File: src/rtl/mem_bus_arbiter_pkg.sv
// Shared types for the CPU/DMA memory bus arbiter.
package mem_bus_arbiter_pkg;

  typedef enum logic [1:0] {
    ARB_IDLE   = 2'd0,
    ARB_ACCESS = 2'd1,
    ARB_DONE   = 2'd2
  } arb_state_t;

  typedef enum logic [1:0] {
    OWN_NONE = 2'd0,
    OWN_CPU  = 2'd1,
    OWN_DMA  = 2'd2
  } arb_owner_t;

  // Width of a counter that must hold the value max_val.
  function automatic int cnt_width(input int max_val);
    return (max_val > 1) ? $clog2(max_val + 1) : 1;
  endfunction

endpackage

File: src/rtl/mem_bus_arbiter_pick.sv
// Combinational grant select: fixed CPU priority, DMA wins once the CPU run limit is hit.
module mem_arb_pick
  import mem_bus_arbiter_pkg::*;
#(
  parameter int MAX_CPU_RUN = 4,
  parameter int RUN_W       = 3
) (
  input  logic             cpu_req_i,
  input  logic             dma_req_i,
  input  logic [RUN_W-1:0] run_cnt_i,
  output arb_owner_t       pick_o
);

  localparam logic [RUN_W-1:0] RUN_MAX = RUN_W'(MAX_CPU_RUN);

  always_comb begin
    pick_o = OWN_NONE;
    if (cpu_req_i && dma_req_i) begin
      pick_o = (run_cnt_i == RUN_MAX) ? OWN_DMA : OWN_CPU;
    end else if (cpu_req_i) begin
      pick_o = OWN_CPU;
    end else if (dma_req_i) begin
      pick_o = OWN_DMA;
    end
  end

endmodule

File: src/rtl/mem_bus_arbiter.sv
// Two-port (CPU/DMA) arbiter for a single-ported memory; one access per MEM_LAT+2 cycles.
// Optional per-port grant counters are built when MEM_ARB_STATS_EN is defined.
module mem_bus_arbiter
  import mem_bus_arbiter_pkg::*;
#(
  parameter int MEM_LAT     = 1,
  parameter int MAX_CPU_RUN = 4
) (
  input  logic        clock,
  input  logic        reset,
  input  logic        cpu_req,
  input  logic        cpu_we,
  input  logic [15:0] cpu_addr,
  input  logic [15:0] cpu_wdata,
  output logic        cpu_gnt,
  output logic        cpu_done,
  output logic [15:0] cpu_rdata,
  input  logic        dma_req,
  input  logic        dma_we,
  input  logic [15:0] dma_addr,
  input  logic [15:0] dma_wdata,
  output logic        dma_gnt,
  output logic        dma_done,
  output logic [15:0] dma_rdata,
  output logic [15:0] mem_addr,
  output logic [15:0] mem_wdata,
  output logic        mem_re_L,
  output logic        mem_we_L,
  input  logic [15:0] mem_rdata,
  output logic [1:0]  owner
`ifdef MEM_ARB_STATS_EN
  ,
  output logic [15:0] cpu_grants,
  output logic [15:0] dma_grants
`endif
);

  localparam int RUN_W = cnt_width(MAX_CPU_RUN);
  localparam int LAT_W = (MEM_LAT > 1) ? $clog2(MEM_LAT) : 1;
  localparam logic [RUN_W-1:0] RUN_MAX = RUN_W'(MAX_CPU_RUN);

  arb_state_t       state_q;
  arb_owner_t       owner_q;
  arb_owner_t       pick;
  logic [LAT_W-1:0] lat_cnt_q;
  logic [RUN_W-1:0] run_cnt_q;
  logic [RUN_W-1:0] run_cnt_d;
  logic [15:0]      addr_q;
  logic [15:0]      wdata_q;
  logic [15:0]      rdata_q;
  logic             re_l_q;
  logic             we_l_q;
  logic             cpu_done_q;
  logic             dma_done_q;

  mem_arb_pick #(
    .MAX_CPU_RUN (MAX_CPU_RUN),
    .RUN_W       (RUN_W)
  ) u_pick (
    .cpu_req_i (cpu_req),
    .dma_req_i (dma_req),
    .run_cnt_i (run_cnt_q),
    .pick_o    (pick)
  );

  // Grants are the ready half of the handshake, so they only exist while idle.
  assign cpu_gnt = !reset && (state_q == ARB_IDLE) && (pick == OWN_CPU);
  assign dma_gnt = !reset && (state_q == ARB_IDLE) && (pick == OWN_DMA);

  always_comb begin
    run_cnt_d = run_cnt_q;
    if (run_cnt_q != RUN_MAX) begin
      run_cnt_d = run_cnt_q + RUN_W'(1);
    end
  end

  always_ff @(posedge clock) begin
    if (reset) begin
      state_q    <= ARB_IDLE;
      owner_q    <= OWN_NONE;
      lat_cnt_q  <= '0;
      run_cnt_q  <= '0;
      addr_q     <= 16'h0000;
      wdata_q    <= 16'h0000;
      rdata_q    <= 16'h0000;
      re_l_q     <= 1'b1;
      we_l_q     <= 1'b1;
      cpu_done_q <= 1'b0;
      dma_done_q <= 1'b0;
    end else begin
      cpu_done_q <= 1'b0;
      dma_done_q <= 1'b0;
      case (state_q)
        ARB_IDLE: begin
          if (cpu_gnt) begin
            state_q   <= ARB_ACCESS;
            owner_q   <= OWN_CPU;
            lat_cnt_q <= LAT_W'(MEM_LAT - 1);
            addr_q    <= cpu_addr;
            wdata_q   <= cpu_wdata;
            re_l_q    <= cpu_we;
            we_l_q    <= !cpu_we;
            run_cnt_q <= dma_req ? run_cnt_d : '0;
          end else if (dma_gnt) begin
            state_q   <= ARB_ACCESS;
            owner_q   <= OWN_DMA;
            lat_cnt_q <= LAT_W'(MEM_LAT - 1);
            addr_q    <= dma_addr;
            wdata_q   <= dma_wdata;
            re_l_q    <= dma_we;
            we_l_q    <= !dma_we;
            run_cnt_q <= '0;
          end
        end
        ARB_ACCESS: begin
          if (lat_cnt_q == '0) begin
            // Writes keep the previous read value; the port treats it as don't-care.
            if (!re_l_q) begin
              rdata_q <= mem_rdata;
            end
            re_l_q     <= 1'b1;
            we_l_q     <= 1'b1;
            cpu_done_q <= (owner_q == OWN_CPU);
            dma_done_q <= (owner_q == OWN_DMA);
            state_q    <= ARB_DONE;
          end else begin
            lat_cnt_q <= lat_cnt_q - LAT_W'(1);
          end
        end
        ARB_DONE: begin
          state_q <= ARB_IDLE;
          owner_q <= OWN_NONE;
        end
        default: begin
          state_q <= ARB_IDLE;
          owner_q <= OWN_NONE;
          re_l_q  <= 1'b1;
          we_l_q  <= 1'b1;
        end
      endcase
    end
  end

  assign mem_addr  = addr_q;
  assign mem_wdata = wdata_q;
  assign mem_re_L  = re_l_q;
  assign mem_we_L  = we_l_q;
  assign cpu_done  = cpu_done_q;
  assign dma_done  = dma_done_q;
  assign cpu_rdata = rdata_q;
  assign dma_rdata = rdata_q;
  assign owner     = owner_q;

`ifdef MEM_ARB_STATS_EN
  logic [15:0] cpu_grants_q;
  logic [15:0] dma_grants_q;

  always_ff @(posedge clock) begin
    if (reset) begin
      cpu_grants_q <= 16'h0000;
      dma_grants_q <= 16'h0000;
    end else begin
      if (cpu_gnt) cpu_grants_q <= cpu_grants_q + 16'd1;
      if (dma_gnt) dma_grants_q <= dma_grants_q + 16'd1;
    end
  end

  assign cpu_grants = cpu_grants_q;
  assign dma_grants = dma_grants_q;
`endif

endmodule

File: config.mk
export PLATFORM = sky130hd
export DESIGN_NAME = mem_bus_arbiter
export DESIGN_NICKNAME = d
export VERILOG_FILES = /design/src/rtl/mem_bus_arbiter_pkg.sv /design/src/rtl/mem_bus_arbiter_pick.sv /design/src/rtl/mem_bus_arbiter.sv
export SDC_FILE = /design/constraint.sdc
export NUM_CORES = 1
export LEC_CHECK = 0
export ABC_AREA = 1
export BUFFER_PORTS_ARGS = -buffer_cell sky130_fd_sc_hd__buf_2
export CAP_MARGIN = 20
export CORE_AREA = 5 5 119 76
export CTS_CLUSTER_SIZE = 10
export DETAILED_ROUTE_END_ITERATION = 6
export DIE_AREA = 0 0 124 81
export PLACE_DENSITY = 0.82
export SLEW_MARGIN = 15
export SYNTH_ARGS = -nofsm -noshare
export SYNTH_HDL_FRONTEND = slang
export SYNTH_SLANG_ARGS = --single-unit
File: constraint.sdc
create_clock -name clock -period 1.75 [get_ports clock]
set_input_delay 0.2625 -clock clock [delete_from_list [all_inputs] [get_ports clock]]
set_output_delay 0.2625 -clock clock [all_outputs]
set_load 0.005 [all_outputs]
==> results of run 1 <==
==> Yosys cell counts, types with 2 or more instances <==
cell type | number | area (sq um)
buf_2 | 11 | 55.1
o21bai_1 | 32 | 240
nor2_4 | 2 | 22.5
nor3_1 | 2 | 10.0
clkbuf_1 | 6 | 22.5
ha_1 | 2 | 25.0
nor2_1 | 6 | 22.5
buf_4 | 23 | 173
nand3_1 | 89 | 445
nand2_1 | 98 | 368
a21oi_1 | 20 | 100
dfxtp_1 | 59 | 1180
inv_1 | 75 | 282
==> flip-flops by register name, indices dropped and copies added, names as in the netlist, 2 cells and up <==
name and flops:
owner 2, state_q 2, cpu_rdata 16, mem_addr 16, run_cnt_q 3, mem_wdata 16
==> worst min-delay path by stage <==
| stage | from | end | slack (ps) | cells after the start |
|---|---|---|---|---|
| final | mem_rdata[5] | cpu_rdata[5] | 210 | 3 |
| after global routing | mem_rdata[0] | cpu_rdata[0] | 210 | 3 |
| after detailed placement | mem_we_L | mem_we_L | 460 | 2 |
| after floorplan | mem_rdata[0] | cpu_rdata[0] | 430 | 2 |
| after CTS | mem_rdata[5] | cpu_rdata[5] | 200 | 3 |
| after global placement | mem_we_L | mem_we_L | 450 | 2 |
==> timing repair <==
item | in CTS | in global routing
endpoints found under the setup margin | 0 | 1
resized for setup | 0 | 2
endpoints found under the hold margin | 0 | 0
==> critical path: stages (launching register included) <==
cell and delay (ps):
dfxtp_2 330, inv_1 50, ha_1 200, nand2_1 90, nand2_1 70, nand3_1 110, inv_1 50, buf_2 120
==> cell usage in the layout, fill, tap and decap left out, types with 3 or more instances in the layout <==
master,n
a21oi_1,20
buf_2,157
buf_4,10
clkbuf_16,9
clkbuf_8,3
dfxtp_1,57
inv_1,75
nand2_1,98
nand3_1,89
nor2_1,6
o21bai_1,32
==> per-layer routing <==
layer,vias up,routed length (um)
li1,1623,-
met1,1399,3560
met2,101,4020
met3,8,671
met4,0,95
met5,-,0
==> power by group through the flow <==
stage	combinational, uW	clock [uW]	sequential (uW)
2_1_floorplan	466	0	1570
3_3_place_gp	763	0	1550
3_5_place_dp	787	0	1560
4_1_cts	789	1670	1530
5_1_grt	892	1730	1550
6_report	780	1610	1540
==> cells by family (layout without fill, tap and decap cells) <==
logic type	Yosys count	count (layout)
fa+ha+maj	2	2
xor+xnor	1	1
simple gates	202	202
compound gates	53	53
buf+inv	118	261
flops	59	59
==> area by class of cell <==
type                            instances  area (sq um)
Clock buffer                           13           270
Clock inverter                          2          10.0
Fill cell                             773          3640
Inverter                               77           289
Multi-Input combinational cell        258          1300
Sequential cell                        59          1180
Tap cell                              108           135
Timing Repair Buffer                  169           901
==> through the flow <==
stage,instances,hold WS (ps),instance area (sq um)
6_report,686,213,4090
5_1_grt,686,212,4090
4_1_cts,686,195,4090
3_5_place_dp,671,461,3800
3_3_place_gp,671,454,3800
2_1_floorplan,435,427,3030
==> results.sh, run 1 <==
export IMPL_outcome="complete, no violations"
export IMPL_synth_simple_area_share_pct=30.3
export IMPL_ioPinCount=158
export IMPL_p_clk_share_pct=41.0
export IMPL_area_delta_synth_final_pct=34.9
export IMPL_clockRootBuffer="clkbuf_16"
export IMPL_synth_top_family_by_area="simple AND/OR/NAND/NOR gates"
export IMPL_wl_per_cell_um=12.2
export IMPL_tightest_slew_ps=507
export IMPL_comb_power_share_pct=19.9
export IMPL_max_freq_ghz=0.624
export IMPL_die_h_um=81
export IMPL_asyncSetResetFlopFracSynth_pct=0
export IMPL_globalRouteMet1Util_pct=20.6
export IMPL_syn_inst=435
export IMPL_grt_max_degree=35
export IMPL_setup_tns_ps=0
export IMPL_setup_viol=0
export IMPL_die_w_um=124
export IMPL_vias=3131
export IMPL_cp_startpoint="run_cnt_q[0]"
export IMPL_synth_cell_types=23
export IMPL_crit_path_end="dma_gnt"
export IMPL_drcViolationCount=0
export IMPL_ys_seq_area_share_pct=39.0
export IMPL_period_minus_slack_ps=1600
export IMPL_drv_slew=0
export IMPL_diodes=0
export IMPL_switching_share_pct=26.9
export IMPL_netlist_area_sq_um=3030
export IMPL_max_cap_violations=0
export IMPL_synthMuxAreaShare_pct=0
export IMPL_synth_nets=523
export IMPL_use_met3_pct=5.85
export IMPL_hold_path_class="input pin to register"
export IMPL_gp_congestion=0.800
export IMPL_crit_path_end_kind="output pin"
export IMPL_final_net_count=662
export IMPL_final_util_pct=52.9
export IMPL_met2_usage_pct=29.5
export IMPL_seq_power_share_pct=39.1
export IMPL_track_usage_pct=17.2
export IMPL_synth_fa_ha_area_share_pct=0.826
export IMPL_startpoint_type="register"
export IMPL_cp_max_fo=3
export IMPL_dp_hpwl_mm=6.39
export IMPL_ys_seq_elements=59
export IMPL_post_cts_repair_setup_buffers=0
export IMPL_cts_sinks=59
export IMPL_cts_max_level=3
export IMPL_drive_above_1_share_pct=33.4
export IMPL_synth_top_flop_cell="dfxtp_1"
export IMPL_synth_edff_count=0
export IMPL_rsz0062_at_grt="false"
export IMPL_viasPerCell=4.56
export IMPL_grt_antenna_before_repair=0
export IMPL_drt_iter0_markers=110
export IMPL_leakagePower_uw=0.00251
export IMPL_grt_pass1_wl_mm=13.7
export IMPL_die_area_sq_um=10000
export IMPL_fin_crit_sh_pct=91.5
export IMPL_first_pass_iters=4
export IMPL_clk_pin_slew_ps=50
export IMPL_fin_ws_ps=148
export IMPL_synth_avg_cell_area_sq_um=6.97
export IMPL_synth_xor_area_share_pct=0.289
export IMPL_total_power_uw=3920
export IMPL_hold_viol=0
export IMPL_ctsHoldBuffers=0
export IMPL_worstSkewPairLatency_ps=320
export IMPL_clock_skew_ps=6.94
export IMPL_intPower_uw=2870
export IMPL_power_switching_uw=1050
export IMPL_rrSetupSlack_ps=310
export IMPL_irDropWorstVdd_mv=0.401
export IMPL_arrival_ps=1340
export IMPL_r2r_start="state_q[0]"
export IMPL_grt_ovfl_total=0
export IMPL_gr_max_usage_layer="met2"
export IMPL_synth_compound_area_share_pct=11.4
export IMPL_worstSetupPathType="register to output pin"
export IMPL_slew_limit_headroom_pct=66.1
export IMPL_cts_buffers=9
export IMPL_preCtsSetupSlack_ps=315
export IMPL_r2r_end="mem_wdata[5]"
export IMPL_cp_required_ps=1490
export IMPL_grt_pass1_vias=3012
export IMPL_r2r_cells=8
export IMPL_clockBufferDepth=2
export IMPL_p_per_area_nw_per_um2=960
export IMPL_coreArea_sq_um=7730
export IMPL_rows=25
export IMPL_yosys_warnings=0
export IMPL_routed_wl_mm=8.35
export IMPL_initial_core_util_pct=39.2
export IMPL_detail_route_antenna_nets=0
export IMPL_cts_tree="yes"
export IMPL_port_buffers=157
Note: power is estimated with default switching activity, not from simulation.
==> run 2, diff against run 1 <==
--- a/config.mk
+++ b/config.mk
@@ -5,14 +5,13 @@
 export SDC_FILE = /design/constraint.sdc
 export NUM_CORES = 1
 export LEC_CHECK = 0
-export ABC_AREA = 1
 export BUFFER_PORTS_ARGS = -buffer_cell sky130_fd_sc_hd__buf_2
 export CAP_MARGIN = 20
-export CORE_AREA = 5 5 119 76
+export CORE_AREA = 5 5 116 74
 export CTS_CLUSTER_SIZE = 10
 export DETAILED_ROUTE_END_ITERATION = 6
-export DIE_AREA = 0 0 124 81
-export PLACE_DENSITY = 0.82
+export DIE_AREA = 0 0 121 79
+export PLACE_DENSITY = 0.83
 export SLEW_MARGIN = 15
 export SYNTH_ARGS = -nofsm -noshare
 export SYNTH_HDL_FRONTEND = slang
==> results.sh, run 2 <==
export IMPL_outcome="complete, no violations"
export IMPL_hold_path_class="input pin to register"
export IMPL_synth_area_top_cells="dfxtp_1 41%, a311oi_1 9.5%, a21oi_1 9.3%"
export IMPL_die_w_um=121
export IMPL_met2_usage_pct=30.2
export IMPL_drv_slew=0
export IMPL_ys_seq_area_share_pct=41.3
export IMPL_initial_core_util_pct=37.9
export IMPL_grt_antenna_before_repair=0
export IMPL_final_cell_mix="157 x buf_2, 57 x dfxtp_1, 53 x a21oi_1"
export IMPL_num_fill_cells=691
export IMPL_globalRouteMet1Util_pct=24.9
export IMPL_cp_required_ps=1490
export IMPL_arrival_ps=1390
export IMPL_final_area_sq_um=4030
export IMPL_synth_compound_area_share_pct=28.1
export IMPL_dp_cells=568
export IMPL_max_cap_violations=0
export IMPL_startpoint_type="register"
export IMPL_grt_max_degree=34
export IMPL_preCtsSetupSlack_ps=77.9
export IMPL_track_usage_pct=19.5
export IMPL_detail_route_antenna_nets=0
export IMPL_irDropWorstVdd_mv=0.571
export IMPL_crit_path_cell_trace="nor4b_4 > nand2_1 > inv_1 > buf_2"
export IMPL_crit_path_end_kind="output pin"
export IMPL_yosysTopAreaCell="dfxtp_1"
export IMPL_drt_iter0_markers=235
export IMPL_netlist_area_sq_um=2860
export IMPL_setup_tns_ps=0
export IMPL_synth_common_cells="59 x dfxtp_1, 53 x a21oi_1, 35 x nand2_1"
export IMPL_vias=3139
export IMPL_tightest_slew_ps=654
export IMPL_cts_max_level=3
export IMPL_intPower_uw=3170
export IMPL_final_cells=586
export IMPL_hold_slack_ps=176
export IMPL_hold_viol=0
export IMPL_layout_commonest_cell="buf_2"
export IMPL_die_area_sq_um=9560
export IMPL_final_net_count=561
export IMPL_clock_skew_ps=3.40
export IMPL_coreArea_sq_um=7540
export IMPL_synth_fa_ha_area_share_pct=0.876
export IMPL_rows=25
export IMPL_first_pass_iters=5
export IMPL_setup_viol=0
export IMPL_yosys_warnings=0
export IMPL_routed_wl_mm=9.34
export IMPL_gp_congestion=0.858
export IMPL_max_stage_delay_ps=390
export IMPL_synth_xor_area_share_pct=0
export IMPL_ys_seq_elements=59
export IMPL_p_per_area_nw_per_um2=1030
export IMPL_syn_inst=336
export IMPL_ctsHoldBuffers=0
export IMPL_max_freq_ghz=0.607
export IMPL_grt_pass1_vias=3032
export IMPL_cts_sinks=59
export IMPL_rsz0062_at_grt="false"
export IMPL_clockBufferDepth=2
export IMPL_synth_top_area_share_pct=41.3
export IMPL_viasPerCell=5.36
export IMPL_slew_limit_headroom_pct=56.4
export IMPL_synth_most_common_cell="dfxtp_1"
export IMPL_asyncSetResetFlopFracSynth_pct=0
export IMPL_diodes=0
export IMPL_synth_edff_count=0
export IMPL_synthMuxAreaShare_pct=0
export IMPL_synth_top_flop_cell="dfxtp_1"
export IMPL_cts_buffers=9
export IMPL_synth_avg_cell_area_sq_um=8.51
export IMPL_grt_pass1_wl_mm=15.0
export IMPL_port_buffers=157
export IMPL_leakagePower_uw=0.00179
export IMPL_synth_nets=424
export IMPL_period_minus_slack_ps=1650
export IMPL_comb_power_share_pct=14.9
export IMPL_die_h_um=79
export IMPL_seq_power_share_pct=36.5
export IMPL_fin_crit_sh_pct=94.2
export IMPL_place_area_sq_um=3630
export IMPL_wl_per_cell_um=15.9
export IMPL_p_clk_share_pct=48.6
export IMPL_synth_top_family_by_area="compound AO/OA/AOI/OAI gates"
export IMPL_cts_tree="yes"
export IMPL_drcViolationCount=0
export IMPL_slowest_stage="nor4b_4"
export IMPL_grt_ovfl_total=0
export IMPL_worstSetupPathType="register to output pin"
export IMPL_clockRootBuffer="clkbuf_16"
export IMPL_worstSkewPairLatency_ps=330
export IMPL_fin_ws_ps=101
export IMPL_use_met3_pct=7.33
export IMPL_dp_hpwl_mm=6.89
export IMPL_synth_cell_types=38
export IMPL_cp_max_fo=4
export IMPL_switching_share_pct=23.5
export IMPL_clk_pin_slew_ps=50
export IMPL_area_delta_synth_final_pct=40.8
export IMPL_drive_above_1_share_pct=43.9
export IMPL_synth_simple_area_share_pct=17.3
export IMPL_power_switching_uw=973
export IMPL_gr_max_usage_layer="met2"
export IMPL_ioPinCount=158
[run 2: cell count changes in the layout (fill, tap and decap cells not counted), moves of 3 or more]
cell and delta:
buf_4 +6, inv_1 -71, bufinv_16 +3, a21oi_1 +33, o21ai_0 +22, nand2_1 -63, o21bai_1 -32, o21ai_1 +14
a311oi_1 +31, nand3_1 -57, nor2_1 -3
[run 2: final cells by class]
class                      instances  area [sq um]  share of cell area (%)
multi-input combinational        221          1360                    33.8
clock inverter                     5           100                    2.49
tap                              108           135                    3.36
clock buffer                      11           243                    6.03
sequential                        59          1180                    29.4
inverter                           5          18.8                   0.466
timing repair buffer             177           986                    24.5
[run 2: worst paths after layout]
kind                      start            end  slack [ps]  cells past startpoint
setup reg to reg   run_cnt_q[1]    mem_addr[3]         150                      6
hold reg to reg   cpu_rdata[12]  cpu_rdata[12]         460                      2
setup / recovery     state_q[0]        cpu_gnt         100                      4
hold / removal     mem_rdata[3]   cpu_rdata[3]         180                      3
[run 2: kinds of logic (layout without fill, tap and decap cells)]
group           count (synthesis)  in the layout
compound gates                128            128
buf+inv                        56            198
fa+ha+maj                       2              2
flops                          59             59
simple gates                   91             91
[run 2: critical path: cells and delay by family, from the launching register on]
kind	cells	cell delay [ps]
flip-flops	1	350
AND/OR/NAND/NOR	2	510
buffers and inverters	2	200
[run 2: power by group through the flow]
| stage | registers [uW] | clock network [uW] | logic, uW |
|---|---|---|---|
| 6_report | 1510 | 2020 | 617 |
| 4_1_cts | 1510 | 2050 | 614 |
| 3_3_place_gp | 1530 | 0 | 592 |
| 3_5_place_dp | 1530 | 0 | 610 |
| 5_1_grt | 1520 | 2140 | 679 |
| 2_1_floorplan | 1530 | 0 | 328 |
[run 2: metal layers]
| layer | vias to the layer above | wire length, um |
|---|---|---|
| met5 | - | 0 |
| met4 | 0 | 134 |
| met3 | 20 | 839 |
| met2 | 158 | 4270 |
| met1 | 1469 | 4100 |
| li1 | 1492 | - |
[run 2: what timing repair did]
action                                  CTS  global route
gates resized for setup                   5             4
buffers inserted                          0             2
pin swaps                                 0             2
endpoints found under the setup margin    2             6
[run 2: stage by stage]
| step | util, % | total power, uW |
|---|---|---|
| finish | 53.4 | 4140 |
| CTS | 53.0 | 4180 |
| global route | 53.4 | 4340 |
| detailed placement | 48.1 | 2140 |
| floorplan | - | 1860 |
| global placement | 48.1 | 2120 |
==> run 3, diff against run 2 <==
--- a/config.mk
+++ b/config.mk
@@ -5,13 +5,16 @@
 export SDC_FILE = /design/constraint.sdc
 export NUM_CORES = 1
 export LEC_CHECK = 0
+export ABC_AREA = 1
 export BUFFER_PORTS_ARGS = -buffer_cell sky130_fd_sc_hd__buf_2
 export CAP_MARGIN = 20
-export CORE_AREA = 5 5 116 74
+export CELL_PAD_IN_SITES_DETAIL_PLACEMENT = 1
+export CELL_PAD_IN_SITES_GLOBAL_PLACEMENT = 1
+export CORE_AREA = 5 5 143 91
 export CTS_CLUSTER_SIZE = 10
 export DETAILED_ROUTE_END_ITERATION = 6
-export DIE_AREA = 0 0 121 79
-export PLACE_DENSITY = 0.83
+export DIE_AREA = 0 0 148 96
+export PLACE_DENSITY = 0.85
 export SLEW_MARGIN = 15
 export SYNTH_ARGS = -nofsm -noshare
 export SYNTH_HDL_FRONTEND = slang
==> constraint.sdc (replaced) <==
create_clock -name clock -period 1.5 [get_ports clock]
set_input_delay 0.225 -clock clock [delete_from_list [all_inputs] [get_ports clock]]
set_output_delay 0.225 -clock clock [all_outputs]
set_load 0.005 [all_outputs]
==> results.sh, run 3 (same netlist as run 1, synthesis figures left out) <==
export IMPL_outcome="complete, but fails checks"
export IMPL_rows=31
export IMPL_max_cap_violations=0
export IMPL_port_buffers=157
export IMPL_slew_limit_headroom_pct=77.4
export IMPL_cts_buffers=9
export IMPL_grt_max_degree=37
export IMPL_viasPerCell=4.54
export IMPL_wl_per_cell_um=15.2
export IMPL_cp_max_fo=2
export IMPL_coreArea_sq_um=11600
export IMPL_initial_core_util_pct=26.1
export IMPL_drv_slew=0
export IMPL_final_cell_mix="156 x buf_2, 94 x nand2_1, 87 x nand3_1"
export IMPL_fin_crit_sh_pct=104
export IMPL_grt_pass1_wl_mm=17.5
export IMPL_layout_area_seq_sq_um=1180
export IMPL_fin_ws_ps=-52.8
export IMPL_final_area_sq_um=4400
export IMPL_vias=3352
export IMPL_crit_path_end_kind="output pin"
export IMPL_dp_cells=714
export IMPL_drive_above_1_share_pct=36.8
export IMPL_cts_sinks=59
export IMPL_hold_path_class="input pin to register"
export IMPL_diodes=0
export IMPL_worstSkewPairLatency_ps=330
export IMPL_clockRootBuffer="clkbuf_16"
export IMPL_ioPinCount=158
export IMPL_period_minus_slack_ps=1550
export IMPL_cts_max_level=3
export IMPL_tightest_slew_ps=339
export IMPL_area_delta_synth_final_pct=45.0
export IMPL_max_freq_ghz=0.644
export IMPL_preCtsSetupSlack_ps=-3.56
export IMPL_cts_tree="yes"
export IMPL_clockBufferDepth=2
export IMPL_startpoint_type="register"
export IMPL_grt_ovfl_total=0
export IMPL_drcViolationCount=0
export IMPL_place_area_sq_um=3900
export IMPL_p_per_area_nw_per_um2=1160
export IMPL_num_fill_cells=1466
export IMPL_hold_viol=0
export IMPL_leakagePower_uw=0.00261
export IMPL_rsz0062_at_grt="true"
export IMPL_drt_iter0_markers=120
export IMPL_cp_required_ps=1270
export IMPL_violations="setup timing"
export IMPL_final_net_count=673
export IMPL_final_cells=738
export IMPL_gp_congestion=0.752
export IMPL_irDropWorstVdd_mv=0.394
export IMPL_die_h_um=96
export IMPL_track_usage_pct=15.6
export IMPL_setup_viol=2
export IMPL_grt_antenna_before_repair=2
export IMPL_routed_wl_mm=11.2
export IMPL_detail_route_antenna_nets=0
export IMPL_die_w_um=148
export IMPL_arrival_ps=1330
export IMPL_first_pass_iters=4
export IMPL_dp_hpwl_mm=8.23
export IMPL_layout_commonest_cell="buf_2"
export IMPL_grt_pass1_vias=3686
export IMPL_clk_pin_slew_ps=50
export IMPL_clock_skew_ps=8.08
export IMPL_multiInputGateArea_sq_um=1350
export IMPL_die_area_sq_um=14200
export IMPL_worstSetupPathType="register to output pin"
==> run 3: worst max-delay path, stage by stage (launching register included) <==
cell and delay [ps]:
dfxtp_2 340, inv_2 50, ha_4 170, nand3_4 80
nand4_4 90, buf_12 150, clkinv_4 30, buf_6 80
==> run 3: metrics by stage <==
stage                     setup TNS [ps]  hold slack (ps)  total power, uW  utilization (%)
final                              -78.9              169             5080             37.9
after global routing                -275              171             5390             37.9
after CTS                          -91.9              156             5120             37.3
after detailed placement           -6.14              473             2810             33.6
after global placement                 0              460             2750             33.6
after floorplan                        0              389             2370                -
==> run 3: path summary, 6_finish.rpt <==
check / to / depth (start not counted) / start / slack [ps]
setup / recovery: cpu_gnt / 7 / run_cnt_q[0] / -50
hold reg to reg: cpu_rdata[1] / 2 / cpu_rdata[1] / 480
setup reg to reg: mem_addr[10] / 10 / run_cnt_q[0] / 70
hold / removal: cpu_rdata[15] / 3 / mem_rdata[15] / 170
==> run 3: metal layers <==
| layer | vias to the layer above | wire length (um) | global-route usage [%] | part of all wire, % |
|---|---|---|---|---|
| met1 | 1585 | 4740 | 17.0 | 42 |
| li1 | 1654 | - | - | - |
| met5 | - | 14 | 0 | 0.13 |
| met4 | 4 | 204 | 5.84 | 1.8 |
| met2 | 90 | 5560 | 28.2 | 50 |
| met3 | 19 | 684 | 5.69 | 6.1 |
==> run 3: report_power, final <==
part           internal, uW  switching, uW
logic                   474            580
registers              1710           84.5
clock network          1530            705
==> run 3: final cells by class <==
class | instances | share of cell area [%]
clock inverter | 5 | 1.71
clock buffer | 11 | 5.75
timing repair buffer | 180 | 24.1
tap | 148 | 4.21
inverter | 77 | 6.69
sequential | 59 | 26.9
multi-input combinational | 258 | 30.7
==> run 3: repair_timing <==
action,in CTS,in global routing
setup buffers,5,1
gates resized for setup,16,5
hold buffers,0,0
gates cloned,0,2
pin swaps,2,2
setup endpoints to repair,19,39
